`src/rtl/window5_gen_if.sv`:
```
// Sample-in / window-out bundle of the five-tap window generator.
// The producer/consumer side uses master; the generator uses slave.
interface window5_gen_if;
    logic [9:0] pixel_in;
    logic       pixel_valid;
    logic       pixel_ready;
    logic [9:0] corrouti1;
    logic [9:0] corrouti2;
    logic [9:0] corrouti3;
    logic [9:0] corrouti4;
    logic [9:0] corrouti5;
    logic       win_valid;
    logic       line_done;

    modport master (
        output pixel_in,
        output pixel_valid,
        input  pixel_ready,
        input  corrouti1,
        input  corrouti2,
        input  corrouti3,
        input  corrouti4,
        input  corrouti5,
        input  win_valid,
        input  line_done
    );

    modport slave (
        input  pixel_in,
        input  pixel_valid,
        output pixel_ready,
        output corrouti1,
        output corrouti2,
        output corrouti3,
        output corrouti4,
        output corrouti5,
        output win_valid,
        output line_done
    );
endinterface

```
`src/rtl/window5_gen.sv`:
```
// Streaming five-tap window generator with edge replication at both line borders.
// Two flush cycles after each line emit the windows whose right neighbours lie past the edge.
module window5_gen #(
    parameter int LINE_WIDTH = 640
) (
    input  logic         clock,
    input  logic         reset,
    window5_gen_if.slave bus
);
    localparam int CW = $clog2(LINE_WIDTH);
    localparam logic [CW-1:0] COL_ZERO = {CW{1'b0}};
    localparam logic [CW-1:0] LAST_COL = CW'(LINE_WIDTH - 1);

    typedef enum logic [1:0] {
        RUN    = 2'd0,
        FLUSH1 = 2'd1,
        FLUSH2 = 2'd2
    } state_t;

    state_t          state_r;
    state_t          state_nx_s;
    logic [CW-1:0]   col_r;
    logic [CW-1:0]   col_nx_s;
    // Element 0 is the oldest tap (x-2), element 4 the newest (x+2).
    logic [4:0][9:0] taps_r;
    logic [4:0][9:0] taps_nx_s;
    logic            win_valid_r;
    logic            win_valid_nx_s;
    logic            line_done_r;
    logic            line_done_nx_s;
    logic            ready_r;
    logic            ready_nx_s;
    logic            xfer_s;

    assign xfer_s = bus.pixel_valid & ready_r;

    // Next-state, tap shifting and strobe decode.
    always_comb begin
        state_nx_s     = state_r;
        col_nx_s       = col_r;
        taps_nx_s      = taps_r;
        win_valid_nx_s = 1'b0;
        line_done_nx_s = 1'b0;
        case (state_r)
            RUN: begin
                if (xfer_s) begin
                    if (col_r == COL_ZERO) begin
                        // Left border: the first sample fills every tap.
                        taps_nx_s      = {5{bus.pixel_in}};
                        win_valid_nx_s = 1'b0;
                    end else begin
                        taps_nx_s      = {bus.pixel_in, taps_r[4:1]};
                        win_valid_nx_s = (col_r >= CW'(2));
                    end
                    if (col_r == LAST_COL) begin
                        col_nx_s   = COL_ZERO;
                        state_nx_s = FLUSH1;
                    end else begin
                        col_nx_s   = col_r + CW'(1);
                        state_nx_s = RUN;
                    end
                end else begin
                    state_nx_s = RUN;
                end
            end
            FLUSH1: begin
                taps_nx_s      = {taps_r[4], taps_r[4:1]};
                win_valid_nx_s = 1'b1;
                state_nx_s     = FLUSH2;
            end
            FLUSH2: begin
                taps_nx_s      = {taps_r[4], taps_r[4:1]};
                win_valid_nx_s = 1'b1;
                line_done_nx_s = 1'b1;
                state_nx_s     = RUN;
            end
            default: begin
                state_nx_s = RUN;
                col_nx_s   = COL_ZERO;
            end
        endcase
        ready_nx_s = (state_nx_s == RUN);
    end

    // State, taps and registered outputs.
    always_ff @(posedge clock) begin
        if (reset) begin
            state_r     <= RUN;
            col_r       <= COL_ZERO;
            taps_r      <= {5{10'd0}};
            win_valid_r <= 1'b0;
            line_done_r <= 1'b0;
            ready_r     <= 1'b1;
        end else begin
            state_r     <= state_nx_s;
            col_r       <= col_nx_s;
            taps_r      <= taps_nx_s;
            win_valid_r <= win_valid_nx_s;
            line_done_r <= line_done_nx_s;
            ready_r     <= ready_nx_s;
        end
    end

    assign bus.corrouti1   = taps_r[0];
    assign bus.corrouti2   = taps_r[1];
    assign bus.corrouti3   = taps_r[2];
    assign bus.corrouti4   = taps_r[3];
    assign bus.corrouti5   = taps_r[4];
    assign bus.win_valid   = win_valid_r;
    assign bus.line_done   = line_done_r;
    assign bus.pixel_ready = ready_r;
endmodule
```
`src/flat_wrapper.sv`:
```
// flat-port wrapper written by rule: the top's interface ports become plain ports
module window5_gen_flat 
#(
    parameter int LINE_WIDTH = 640
)
  (clock, reset, bus_pixel_in, bus_pixel_valid, bus_pixel_ready, bus_corrouti1, bus_corrouti2, bus_corrouti3, bus_corrouti4, bus_corrouti5, bus_win_valid, bus_line_done);
  window5_gen_if bus_i ();
  input  logic clock;
  input  logic reset;
  input wire logic [$bits(bus_i.pixel_in)-1:0] bus_pixel_in;
  input wire logic [$bits(bus_i.pixel_valid)-1:0] bus_pixel_valid;
  output wire logic [$bits(bus_i.pixel_ready)-1:0] bus_pixel_ready;
  output wire logic [$bits(bus_i.corrouti1)-1:0] bus_corrouti1;
  output wire logic [$bits(bus_i.corrouti2)-1:0] bus_corrouti2;
  output wire logic [$bits(bus_i.corrouti3)-1:0] bus_corrouti3;
  output wire logic [$bits(bus_i.corrouti4)-1:0] bus_corrouti4;
  output wire logic [$bits(bus_i.corrouti5)-1:0] bus_corrouti5;
  output wire logic [$bits(bus_i.win_valid)-1:0] bus_win_valid;
  output wire logic [$bits(bus_i.line_done)-1:0] bus_line_done;
  assign bus_i.pixel_in = bus_pixel_in;
  assign bus_i.pixel_valid = bus_pixel_valid;
  assign bus_pixel_ready = bus_i.pixel_ready;
  assign bus_corrouti1 = bus_i.corrouti1;
  assign bus_corrouti2 = bus_i.corrouti2;
  assign bus_corrouti3 = bus_i.corrouti3;
  assign bus_corrouti4 = bus_i.corrouti4;
  assign bus_corrouti5 = bus_i.corrouti5;
  assign bus_win_valid = bus_i.win_valid;
  assign bus_line_done = bus_i.line_done;
  window5_gen #(.LINE_WIDTH(LINE_WIDTH)) u_core (.clock(clock), .reset(reset), .bus(bus_i));
endmodule
```
`config.mk`:
```
export PLATFORM = sky130hd
export DESIGN_NAME = window5_gen_flat
export DESIGN_NICKNAME = d
export VERILOG_FILES = /design/src/rtl/window5_gen_if.sv /design/src/rtl/window5_gen.sv /design/src/flat_wrapper.sv
export SDC_FILE = /design/constraint.sdc
export NUM_CORES = 1
export LEC_CHECK = 0
export CAP_MARGIN = 15
export CORE_UTILIZATION = 41
export DETAILED_ROUTE_END_ITERATION = 8
export PLACE_DENSITY = 0.77
export SETUP_SLACK_MARGIN = 0.3
export SYNTH_ARGS = -nofsm -noshare
export SYNTH_HDL_FRONTEND = slang
export SYNTH_SLANG_ARGS = --single-unit
```
`constraint.sdc`:
```
create_clock -name clock -period 3.5 [get_ports clock]
set_clock_uncertainty 0.05 [all_clocks]
set_input_delay 0.7 -clock clock [delete_from_list [all_inputs] [get_ports clock]]
set_output_delay 0.7 -clock clock [all_outputs]
set_load 0.02 [all_outputs]
```
# After elaboration in Yosys (flattened, before gate mapping)

Cells that the tools add are included.

Add/subtract/negate cells: 1
$lt $le $gt $ge: 1
Equal/unequal tests: 4
Muxes and demuxes: 13
Bitwise gates (word level): 2
Reduce and logical (&&, ||, !) cells: 8

Operator list:

| kind                                                                | count |
|---|---|
| one-hot mux 50 bit (2 select lines)                                 | 1 |
| 2-to-1 mux 50 bit                                                   | 1 |
| 2-to-1 mux 40 bit                                                   | 1 |
| 2-to-1 mux 10 bit                                                   | 2 |
| one-hot mux 10 bit (2 select lines)                                 | 1 |
| adder 10 x 1 -> 10 bit (second input constant)                      | 1 |
| == test 10 bit (second input constant)                              | 1 |
| greater-or-equal comparator 10 x 2 -> 1 bit (second input constant) | 1 |
| zero test 10 bit                                                    | 1 |
| 2-to-1 mux 1 bit                                                    | 5 |
| zero test 2 bit                                                     | 2 |
| one-hot mux 2 bit (2 select lines)                                  | 1 |
| AND reduction 2 bit                                                 | 2 |
| AND reduction 3 bit                                                 | 1 |
| == test 2 x 1 -> 1 bit (second input constant)                      | 1 |
| == test 2 bit (second input constant)                               | 1 |
| != test 2 x 1 -> 1 bit (second input constant)                      | 1 |
| one-hot mux 1 bit (2 select lines)                                  | 1 |
| nonzero test 2 bit                                                  | 1 |
| OR reduction 2 bit                                                  | 1 |
| bitwise AND 1 bit                                                   | 1 |
| inverter 1 bit                                                      | 1 |

Flip-flop bits (word level): 65
Input port bits: 13
Output and inout port bits: 53

# Longest topological paths before layout

Gate-level depths: netlist of run 1.

Depth in word-level cells: 5
Gate-level depth with buffers: 9

# Least setup slack after synthesis of run 1

OpenSTA, ideal clock, no wires.

Kind: reg-to-reg
Start: register u_core.state_r[0]
End: register u_core.taps_r, in the netlist u_core.bus.corrouti2[5]
Arrival time: 1898 ps
Path slack: 1420 ps
Stages on the path, launching flop included: 10
Path buffers: 3
Period minus slack after synthesis: 2080 ps
Cell sequence: dfxtp_1 > inv_1 > ha_1 > clkbuf_1 > nand2b_1 > or3_1 > buf_2 > buf_6 > a211oi_1 > nor3_1

Cells in the longest elaborated chain, start to end: 4
Elaborated cells between the ends (all ways): 8
Those cells by class: eq/ne: 3; mux: 1; reduce/logical: 4

RTL lines:

| item                                                           | RTL line          | source |
|---|---|---|
| start: declaration                                             | window5_gen.sv:20 | `state_t state_r;` |
| start signal: assignment                                       | window5_gen.sv:95 | `state_r <= state_nx_s;` |
| == test 2 bit / == test 2 x 1 -> 1 bit (equally long branches) | window5_gen.sv:44 | `case (state_r)` |
| OR reduction 2 bit (no line)                                   | n/a               |  |
| nonzero test 2 bit (no line)                                   | n/a               |  |
| AND reduction 2 bit (no line)                                  | n/a               |  |
| end signal: assignment                                         | window5_gen.sv:90 | `taps_r <= {5{10'd0}};` |
| end signal: assignment                                         | window5_gen.sv:97 | `taps_r <= taps_nx_s;` |
| end: declaration                                               | window5_gen.sv:25 | `logic [4:0][9:0] taps_r;` |

Several ways; a longest one is shown, not always the timed one. The select of a mux whose other input is x is not followed.
A chain may end at the register's enable or synchronous reset.

# Worst setup path in the final report of run 1

Start: register u_core.state_r[0]
End: register u_core.taps_r, in the netlist u_core.bus.corrouti2[4]

Same word-level chain as after synthesis.

==> results of run 1 <==
==> logic make-up (layout without fill, tap and decap cells) <==
logic type,after synthesis,in the layout,synth area share
adder cells (fa/ha/maj),8,8,0.03651
buffers and inverters,33,93,0.05157
flip-flops,65,65,0.4747
XOR/XNOR,8,8,0.02556
AO/OA/AOI/OAI,64,64,0.1579
AND/OR/NAND/NOR,148,148,0.2538
==> metrics by stage <==
stage | util | total power [mW] | hold slack, ps
3_3_place_gp | 0.5331 | 1.127 | 417.7
3_5_place_dp | 0.5331 | 1.133 | 421.2
2_1_floorplan | - | 1.005 | 439.3
6_report | 0.5615 | 1.682 | 425.8
5_1_grt | 0.5615 | 1.763 | 451.5
4_1_cts | 0.5615 | 1.693 | 425.6
==> power breakdown <==
part           total (mW)  leakage, nW  internal (mW)  switching (mW)
clock               0.565       0.0805          0.276           0.289
sequential          0.819        0.536          0.784          0.0351
combinational       0.297        0.673          0.128           0.169
==> flip-flops by register name (all words and copies together), names as in the netlist <==
signal / count
u_core.bus.win_valid: 1
u_core.bus.corrouti4: 10
u_core.bus.corrouti2: 10
u_core.state_r: 2
u_core.bus.corrouti5: 10
u_core.col_r: 10
u_core.bus.corrouti1: 10
u_core.bus.pixel_ready: 1
u_core.bus.corrouti3: 10
u_core.bus.line_done: 1
==> cells in the final DEF, fill, tap and decap left out, drive strengths merged, types with 9 or more instances in the layout <==
master	count
dfxtp	65
clkdlybuf4s50	64
a21oi	19
nand2	32
nor3	26
nor3b	9
clkbuf	10
nor2	58
a211oi	41
==> final cells by class <==
class	count	area share
inverters	8	0.008374
clock buffers	10	0.03838
multi-input cells	228	0.3629
repair buffers	69	0.1884
clock inverters	6	0.01221
well taps	77	0.02687
flip-flops and latches	65	0.3629
==> how the worst max path moves through the flow <==
stage                                             from                              endpoint  cells past startpoint
after global routing      u_core.state_r[0]$_SDFF_PP0_  u_core.bus.corrouti3[4]$_SDFFE_PP0P_                      7
after detailed placement               bus_pixel_valid  u_core.bus.corrouti1[6]$_SDFFE_PP0P_                      6
after floorplan           u_core.state_r[0]$_SDFF_PP0_  u_core.bus.corrouti2[5]$_SDFFE_PP0P_                      9
after CTS                 u_core.state_r[0]$_SDFF_PP0_  u_core.bus.corrouti2[4]$_SDFFE_PP0P_                      7
after global placement                 bus_pixel_valid  u_core.bus.corrouti3[9]$_SDFFE_PP0P_                      6
final                     u_core.state_r[0]$_SDFF_PP0_  u_core.bus.corrouti2[4]$_SDFFE_PP0P_                      7
==> per-layer routing <==
layer / vias to the layer above / part of all wire / wire length (um) / track usage
li1: 1244 / - / - / -
met1: 1173 / 0.49 / 3287 / 0.2834
met2: 91 / 0.44 / 2917 / 0.2942
met3: 7 / 0.057 / 381 / 0.03363
met4: 0 / 0.0096 / 64 / 0.06934
met5: - / 0 / 0 / 0
==> worst max-delay path: stages (launching register included) <==
cell,delay [ps]
dfxtp_1,350
inv_1,80
ha_1,530
nand2b_1,320
or3_1,320
buf_4,270
a211oi_1,300
nor3_1,110
==> flow_metrics.env, run 1 <==
export IMPL_syn_cell_area_um2=2741
export IMPL_hp_class="register to register"
export IMPL_hold_violations=0
export IMPL_first_global_vias=2340
export IMPL_async_reset_ff_frac=0
export IMPL_reg2reg_depth=7
export IMPL_synth_ff_type="dfxtp_1"
export IMPL_drtPass1Iterations=5
export IMPL_r2r_start="u_core.state_r[0]$_SDFF_PP0_"
export IMPL_avgSynthCellArea_um2=8.409
export IMPL_setup_viol=0
export IMPL_fin_crit_sh=0.7115
export IMPL_fp_dieH_um=83.77
export IMPL_cts_hold_buf=0
export IMPL_seq_area_um2=1301
export IMPL_synthesis_nets=347
export IMPL_diodes=0
export IMPL_cts_setup_buffers=0
export IMPL_drive_above_1_share=0.06736
export IMPL_final_setup_worst_slack_ps=1010
export IMPL_ys_warn_count=0
export IMPL_relSlewSlack=0.4517
export IMPL_cts_made_buffers=9
export IMPL_synthCells=326
export IMPL_synth_edf_count=0
export IMPL_htree_levels=3
export IMPL_yosysUniqueCellTypes=32
export IMPL_p_leak_nw=1.290
export IMPL_clockRootBuffer="clkbuf_8"
export IMPL_dpl_hpwl_um=4634
export IMPL_status="finished, final reports clean"
export IMPL_dp_cells=447
export IMPL_clkTransAtPathRegs_ps=70
export IMPL_cap_violations=0
export IMPL_ff2ff_setup_slack_ps=1010
export IMPL_die_w_um=83.77
export IMPL_antenna_found_initial=0
export IMPL_gp_congestion=0.8482
export IMPL_drt_wl_total_um=6651
export IMPL_initial_core_util=0.4293
export IMPL_area_delta_synth_final_pct=30.81
export IMPL_worstReg2RegEnd="u_core.bus.corrouti2[4]$_SDFFE_PP0P_"
export IMPL_hold_depth=2
export IMPL_min_to="u_core.bus.corrouti3[1]$_SDFFE_PP0P_"
export IMPL_yosys_area_top_type_share=0.4747
export IMPL_arrival_ps=2610
export IMPL_fillCellCount=577
export IMPL_grt_pass1_wl_um=11140
export IMPL_synth_top_area_cell="dfxtp_1"
export IMPL_worstPathRequired_ps=3620
export IMPL_min_period_ps=2490
export IMPL_via_per_inst=5.432
export IMPL_vias=2515
export IMPL_rsz0062_at_grt="no"
export IMPL_cp_start_kind="register"
export IMPL_cts_sink_count=65
export IMPL_grt_overflow_total=0
export IMPL_row_count=29
export IMPL_io_pins=66
export IMPL_multi_input_area_um2=1301
export IMPL_grt_max_degree=45
export IMPL_track_usage=0.1964
export IMPL_yosysMostFrequentCell="dfxtp_1"
export IMPL_synthTopCellsByArea="dfxtp_1 (47%), a211oi_1 (11%), nor2_1 (7.9%), nor3_1 (4.6%), nand2_1 (4.4%)"
export IMPL_vdd_drop_max_mv=0.2349
export IMPL_cts_resized=0
export IMPL_holdCritStartpoint="u_core.bus.corrouti4[1]$_SDFFE_PP0P_"
export IMPL_fmax_ghz=0.4016
export IMPL_postPlaceCellArea_um2=3405
export IMPL_synth_seq_area_share=0.4747
export IMPL_dieArea_um2=7017
export IMPL_tightest_slew_ps=822.4
export IMPL_place_ws_ps=851.1
export IMPL_cellPowerDensity_nw_per_um2=469.0
export IMPL_drt_iter0_markers=193
export IMPL_wl_per_cell_um=14.37
export IMPL_cts_tree="built"
export IMPL_ys_seq_elements=65
export IMPL_path_class="register to register"
export IMPL_path_max_fanout=40
export IMPL_clk_path_buf_depth=2
export IMPL_drc=0
export IMPL_synthTopCellsByCount="dfxtp_1 (65), nor2_1 (58), a211oi_1 (41), nand2_1 (32), nor3_1 (25)"
export IMPL_core_area_um2=6386
export IMPL_finish_cell_count_without_fillers=463
export IMPL_nets=402
export IMPL_design_area_um2=3586
export IMPL_crit_path_end_kind="register"
export IMPL_tns_ps=0
export IMPL_clock_latency_ps=320
export IMPL_ant_nets=0
export IMPL_portBuffers=65
export IMPL_report_final_slew_viol_count=0
Power figures use the tool's default switching activity.
==> inputs of run 2 (changes only) <==
==> constraint.sdc (replaced) <==
create_clock -name clock -period 2.4 [get_ports clock]
set_clock_uncertainty 0.05 [all_clocks]
set_input_delay 0.48 -clock clock [delete_from_list [all_inputs] [get_ports clock]]
set_output_delay 0.48 -clock clock [all_outputs]
set_load 0.02 [all_outputs]
==> flow_metrics.env, run 2 (same netlist as run 1, synthesis figures left out) <==
export IMPL_status="finished, final reports clean"
export IMPL_cts_hold_buf=0
export IMPL_via_per_inst=5.362
export IMPL_clock_latency_ps=340
export IMPL_area_delta_synth_final_pct=38.84
export IMPL_reg2reg_depth=6
export IMPL_first_global_vias=2289
export IMPL_fp_dieH_um=83.77
export IMPL_tns_ps=0
export IMPL_report_final_slew_viol_count=0
export IMPL_clkTransAtPathRegs_ps=80
export IMPL_drive_above_1_share=0.1111
export IMPL_tightest_slew_ps=571.9
export IMPL_grt_max_degree=41
export IMPL_ant_nets=0
export IMPL_vias=2536
export IMPL_busiest_layer="met2"
export IMPL_diodes=0
export IMPL_setup_viol=0
export IMPL_clockRootBuffer="clkbuf_8"
export IMPL_wl_per_cell_um=14.89
export IMPL_cts_tree="built"
export IMPL_drtPass1Iterations=4
export IMPL_postPlaceCellArea_um2=3490
export IMPL_fmax_ghz=0.4772
export IMPL_drc=0
export IMPL_min_to="u_core.bus.corrouti3[1]$_SDFFE_PP0P_"
export IMPL_finish_cell_count_without_fillers=473
export IMPL_cts_sink_count=65
export IMPL_p_leak_nw=1.396
export IMPL_arrival_ps=2310
export IMPL_ff2ff_setup_slack_ps=300
export IMPL_portBuffers=65
export IMPL_cp_start_kind="register"
export IMPL_vdd_drop_max_mv=0.4151
export IMPL_final_cell_mix="clkdlybuf4s50_1 (64), dfxtp_1 (64), nor2_1 (57)"
export IMPL_cellPowerDensity_nw_per_um2=741.2
export IMPL_core_area_um2=6386
export IMPL_htree_levels=3
export IMPL_hold_violations=0
export IMPL_holdCritStartpoint="u_core.bus.corrouti4[1]$_SDFFE_PP0P_"
export IMPL_path_max_fanout=5
export IMPL_cts_made_buffers=9
export IMPL_dpl_hpwl_um=4505
export IMPL_io_pins=66
export IMPL_grt_met2_usage=0.2979
export IMPL_r2r_start="u_core.col_r[4]$_SDFFE_PP0P_"
export IMPL_min_period_ps=2096
export IMPL_grt_pass1_wl_um=11240
export IMPL_rsz0062_at_grt="no"
export IMPL_gp_congestion=0.8385
export IMPL_final_setup_worst_slack_ps=304.4
export IMPL_track_usage=0.1998
export IMPL_drt_iter0_markers=212
export IMPL_worstReg2RegEnd="u_core.bus.corrouti2[7]$_SDFFE_PP0P_"
export IMPL_fin_crit_sh=0.8732
export IMPL_hold_depth=2
export IMPL_hp_class="register to register"
export IMPL_place_ws_ps=129.3
export IMPL_cap_violations=0
export IMPL_drt_wl_total_um=7045
export IMPL_grt_overflow_total=0
export IMPL_worstPathRequired_ps=2610
export IMPL_clk_path_buf_depth=2
export IMPL_relSlewSlack=0.6187
export IMPL_initial_core_util=0.4293
export IMPL_dp_cells=455
export IMPL_grt_use_met3=0.05045
export IMPL_row_count=29
export IMPL_dieArea_um2=7017
export IMPL_nets=412
export IMPL_design_area_um2=3806
export IMPL_die_w_um=83.77
export IMPL_antenna_found_initial=0
export IMPL_hold_slack_ps=423.2
export IMPL_crit_path_end_kind="register"
export IMPL_path_class="register to register"
export IMPL_met1_usage=0.2764
-- run 2: cell count changes in the layout (fill, tap and decap cells not counted), moves of 2 or more --
cell	before	now
buf_4	4	10
clkinvlp_4	4	0
bufinv_16	0	3
a21oi_1	19	17
a21oi_2	0	2
buf_12	0	2
inv_6	0	2
or3_4	0	2
-- run 2: timing repair --
item / CTS / global route
resized for setup: 3 / 10
setup buffers: 0 / 1
endpoints found under the hold margin: 0 / 0
cloned: 0 / 1
endpoints found under the setup margin: 40 / 46
pin swaps: 0 / 3
-- run 2: final cells by class --
cell class                 instances  area [um2]
inverter                           8       30.03
timing repair buffer              78       772.0
clock buffer                       9       123.9
tap                               77       96.34
multi-input combinational        229        1356
clock inverter                     7       125.1
fill                             536        2580
sequential                        65        1303
-- run 2: critical path, stage by stage (launching register included) --
cell	delay [ps]
dfxtp_1	350
or4_1	620
buf_4	210
nor4_1	360
buf_4	210
a211oi_1	40
nor3_1	190
-- run 2: worst max-delay path by stage --
stage                            startpoint                                   end  slack (ps)  depth (start not counted)
6_report       u_core.col_r[4]$_SDFFE_PP0P_  u_core.bus.corrouti2[7]$_SDFFE_PP0P_         300                          6
5_1_grt        u_core.col_r[4]$_SDFFE_PP0P_  u_core.bus.corrouti2[7]$_SDFFE_PP0P_         290                          6
3_3_place_gp                bus_pixel_valid  u_core.bus.corrouti4[7]$_SDFFE_PP0P_         190                          6
3_5_place_dp   u_core.state_r[1]$_SDFF_PP0_  u_core.bus.corrouti1[9]$_SDFFE_PP0P_         130                          7
2_1_floorplan  u_core.state_r[0]$_SDFF_PP0_  u_core.bus.corrouti2[5]$_SDFFE_PP0P_         320                          9
4_1_cts        u_core.col_r[4]$_SDFFE_PP0P_  u_core.bus.corrouti4[3]$_SDFFE_PP0P_         320                          5
-- run 2: through the flow --
stage                 util  total power, mW
detailed placement  0.5464            1.662
global placement    0.5464            1.654
finish              0.5960            2.821
global route        0.5960            2.938
CTS                 0.5878            2.821
floorplan                -            1.466
-- run 2: where the power goes --
group	switching (mW)	total, mW	internal (mW)
clock	0.457	1.16	0.700
combinational	0.259	0.470	0.212
sequential	0.0500	1.19	1.14
total	0.765	2.82	2.06
-- run 2: routing by layer --
layer  vias to the layer above  share of wire
met1                      1167           0.46
met5                         -              0
met4                         0          0.015
met2                        94           0.46
met3                        12          0.057
li1                       1263              -
==> inputs of run 3 (changes only) <==
--- a/config.mk
+++ b/config.mk
@@ -8,6 +8,7 @@
 export CAP_MARGIN = 15
 export CORE_UTILIZATION = 41
 export DETAILED_ROUTE_END_ITERATION = 8
+export MAX_ROUTING_LAYER = met4
 export PLACE_DENSITY = 0.77
 export SETUP_SLACK_MARGIN = 0.3
 export SYNTH_ARGS = -nofsm -noshare
==> flow_metrics.env, run 3 (same netlist as run 1, synthesis figures left out) <==
export IMPL_gp_congestion=0.8515
export IMPL_clockRootBuffer="clkbuf_8"
export IMPL_fin_crit_sh=0.8699
export IMPL_postPlaceCellArea_um2=3490
export IMPL_p_clk_frac=0.411
export IMPL_tns_ps=0
export IMPL_crit_path_start="u_core.col_r[4]$_SDFFE_PP0P_"
export IMPL_dpl_hpwl_um=4505
export IMPL_die_w_um=83.77
export IMPL_vias=2524
export IMPL_antenna_found_initial=0
export IMPL_fillCellCount=536
export IMPL_path_common_cell="buf_4"
export IMPL_clock_latency_ps=340
export IMPL_ff2ff_setup_slack_ps=310
export IMPL_report_final_slew_viol_count=0
export IMPL_ant_nets=0
export IMPL_cts_tree="built"
export IMPL_fmax_ghz=0.4790
export IMPL_drive_above_1_share=0.1111
export IMPL_holdCritStartpoint="u_core.bus.corrouti4[1]$_SDFFE_PP0P_"
export IMPL_cellPowerDensity_nw_per_um2=741.6
export IMPL_grt_max_degree=41
export IMPL_finish_cell_count_without_fillers=473
export IMPL_grt_overflow_total=0
export IMPL_path_class="register to register"
export IMPL_crit_slowest_cell="or4_1"
export IMPL_p_leak_nw=1.396
export IMPL_final_cell_mix="clkdlybuf4s50_1 (64), dfxtp_1 (64), nor2_1 (57)"
export IMPL_min_period_ps=2088
export IMPL_dp_cells=455
export IMPL_drt_iter0_markers=206
export IMPL_cp_start_kind="register"
export IMPL_track_usage=0.2053
export IMPL_first_global_vias=2289
export IMPL_path_max_fanout=5
export IMPL_hp_class="register to register"
export IMPL_slowest_delay_ps=620
export IMPL_row_count=29
export IMPL_clk_path_buf_depth=2
export IMPL_drc=0
export IMPL_worstReg2RegEnd="u_core.bus.corrouti2[7]$_SDFFE_PP0P_"
export IMPL_multi_input_area_um2=1356
export IMPL_relSlewSlack=0.6114
export IMPL_crit_path_end_kind="register"
export IMPL_internal_power_mw=2.056
export IMPL_grt_pass1_wl_um=11230
export IMPL_nets=412
export IMPL_cts_sink_count=65
export IMPL_hold_depth=2
export IMPL_design_area_um2=3806
export IMPL_dieArea_um2=7017
export IMPL_cts_hold_buf=0
export IMPL_arrival_ps=2300
export IMPL_seq_area_um2=1303
export IMPL_reg2reg_depth=6
export IMPL_p_seq_frac=0.423
export IMPL_vdd_drop_max_mv=0.4133
export IMPL_wl_per_cell_um=14.80
export IMPL_min_to="u_core.bus.corrouti3[1]$_SDFFE_PP0P_"
export IMPL_setup_viol=0
export IMPL_diodes=0
export IMPL_fp_dieH_um=83.77
export IMPL_rsz0062_at_grt="no"
export IMPL_via_per_inst=5.336
export IMPL_r2r_start="u_core.col_r[4]$_SDFFE_PP0P_"
export IMPL_initial_core_util=0.4293
export IMPL_switching_share=0.2718
export IMPL_htree_levels=3
export IMPL_combPwrFrac=0.166
export IMPL_crit_chain="or4_1 > buf_4 > nor4_1 > buf_4 > a211oi_1 > nor3_1"
export IMPL_status="finished, final reports clean"
export IMPL_core_area_um2=6386
export IMPL_cts_made_buffers=9
export IMPL_io_pins=66
export IMPL_portBuffers=65
export IMPL_hold_violations=0
export IMPL_drtPass1Iterations=4
export IMPL_cap_violations=0
export IMPL_tightest_slew_ps=582.9
export IMPL_drt_wl_total_um=6999
export IMPL_clkTransAtPathRegs_ps=80
export IMPL_area_delta_synth_final_pct=38.84
export IMPL_p_sw_mw=0.7671
export IMPL_worstPathRequired_ps=2610
==> run 3: cell type report <==
class,instances,share of cell area
repair buffers,78,0.2028
inverters,8,0.007890
flip-flops and latches,65,0.3422
well taps,77,0.02531
clock buffers,9,0.03254
multi-input cells,229,0.3563
clock inverters,7,0.03287
==> run 3: worst max-delay path: cells and delay by family (launching register included) <==
family                 cells  cell delay [ps]
AO/OA/AOI/OAI              1               40
buffers and inverters      2              410
AND/OR/NAND/NOR            3             1170
flip-flops                 1              340
==> run 3: stage by stage <==
| step | worst slack, ps | util | hold slack, ps | total power, mW |
|---|---|---|---|---|
| 4_1_cts | 316.5 | 0.5878 | 421.8 | 2.821 |
| 2_1_floorplan | 320.3 | - | 439.3 | 1.466 |
| 3_5_place_dp | 129.3 | 0.5464 | 414.7 | 1.662 |
| 6_report | 312.3 | 0.5960 | 425.1 | 2.823 |
| 5_1_grt | 285.1 | 0.5960 | 448.4 | 2.938 |
| 3_3_place_gp | 188.2 | 0.5464 | 414.5 | 1.654 |
==> run 3: how the worst max path moves through the flow <==
stage                                                 endpoint  cells past startpoint
after floorplan           u_core.bus.corrouti2[5]$_SDFFE_PP0P_                      9
after global placement    u_core.bus.corrouti4[7]$_SDFFE_PP0P_                      6
after detailed placement  u_core.bus.corrouti1[9]$_SDFFE_PP0P_                      7
after CTS                 u_core.bus.corrouti4[3]$_SDFFE_PP0P_                      5
after global routing      u_core.bus.corrouti2[7]$_SDFFE_PP0P_                      6
final                     u_core.bus.corrouti2[7]$_SDFFE_PP0P_                      6
==> run 3: routing by layer <==
layer  up-vias  global-route usage  share of wire
met3         8             0.04847          0.053
met5         -                   -              0
met4         0             0.07858          0.012
met2        77              0.2979           0.47
met1      1174              0.2770           0.47
li1       1265                   -              -
==> run 3: timing repair <==
| item | 4_1_cts | 5_1_grt |
|---|---|---|
| gates cloned | 0 | 1 |
| setup endpoints to repair | 40 | 46 |
| setup buffers | 0 | 1 |
| gates resized for setup | 3 | 10 |
| pin swaps | 0 | 3 |
==> run 3: power by group through the flow <==
| stage | Sequential, mW | Combinational, mW | Clock [mW] |
|---|---|---|---|
| floorplan | 1.29 | 0.180 | 0 |
| global placement | 1.22 | 0.439 | 0 |
| detailed placement | 1.22 | 0.445 | 0 |
| CTS | 1.19 | 0.455 | 1.17 |
| global route | 1.20 | 0.504 | 1.23 |
| finish | 1.19 | 0.469 | 1.16 |
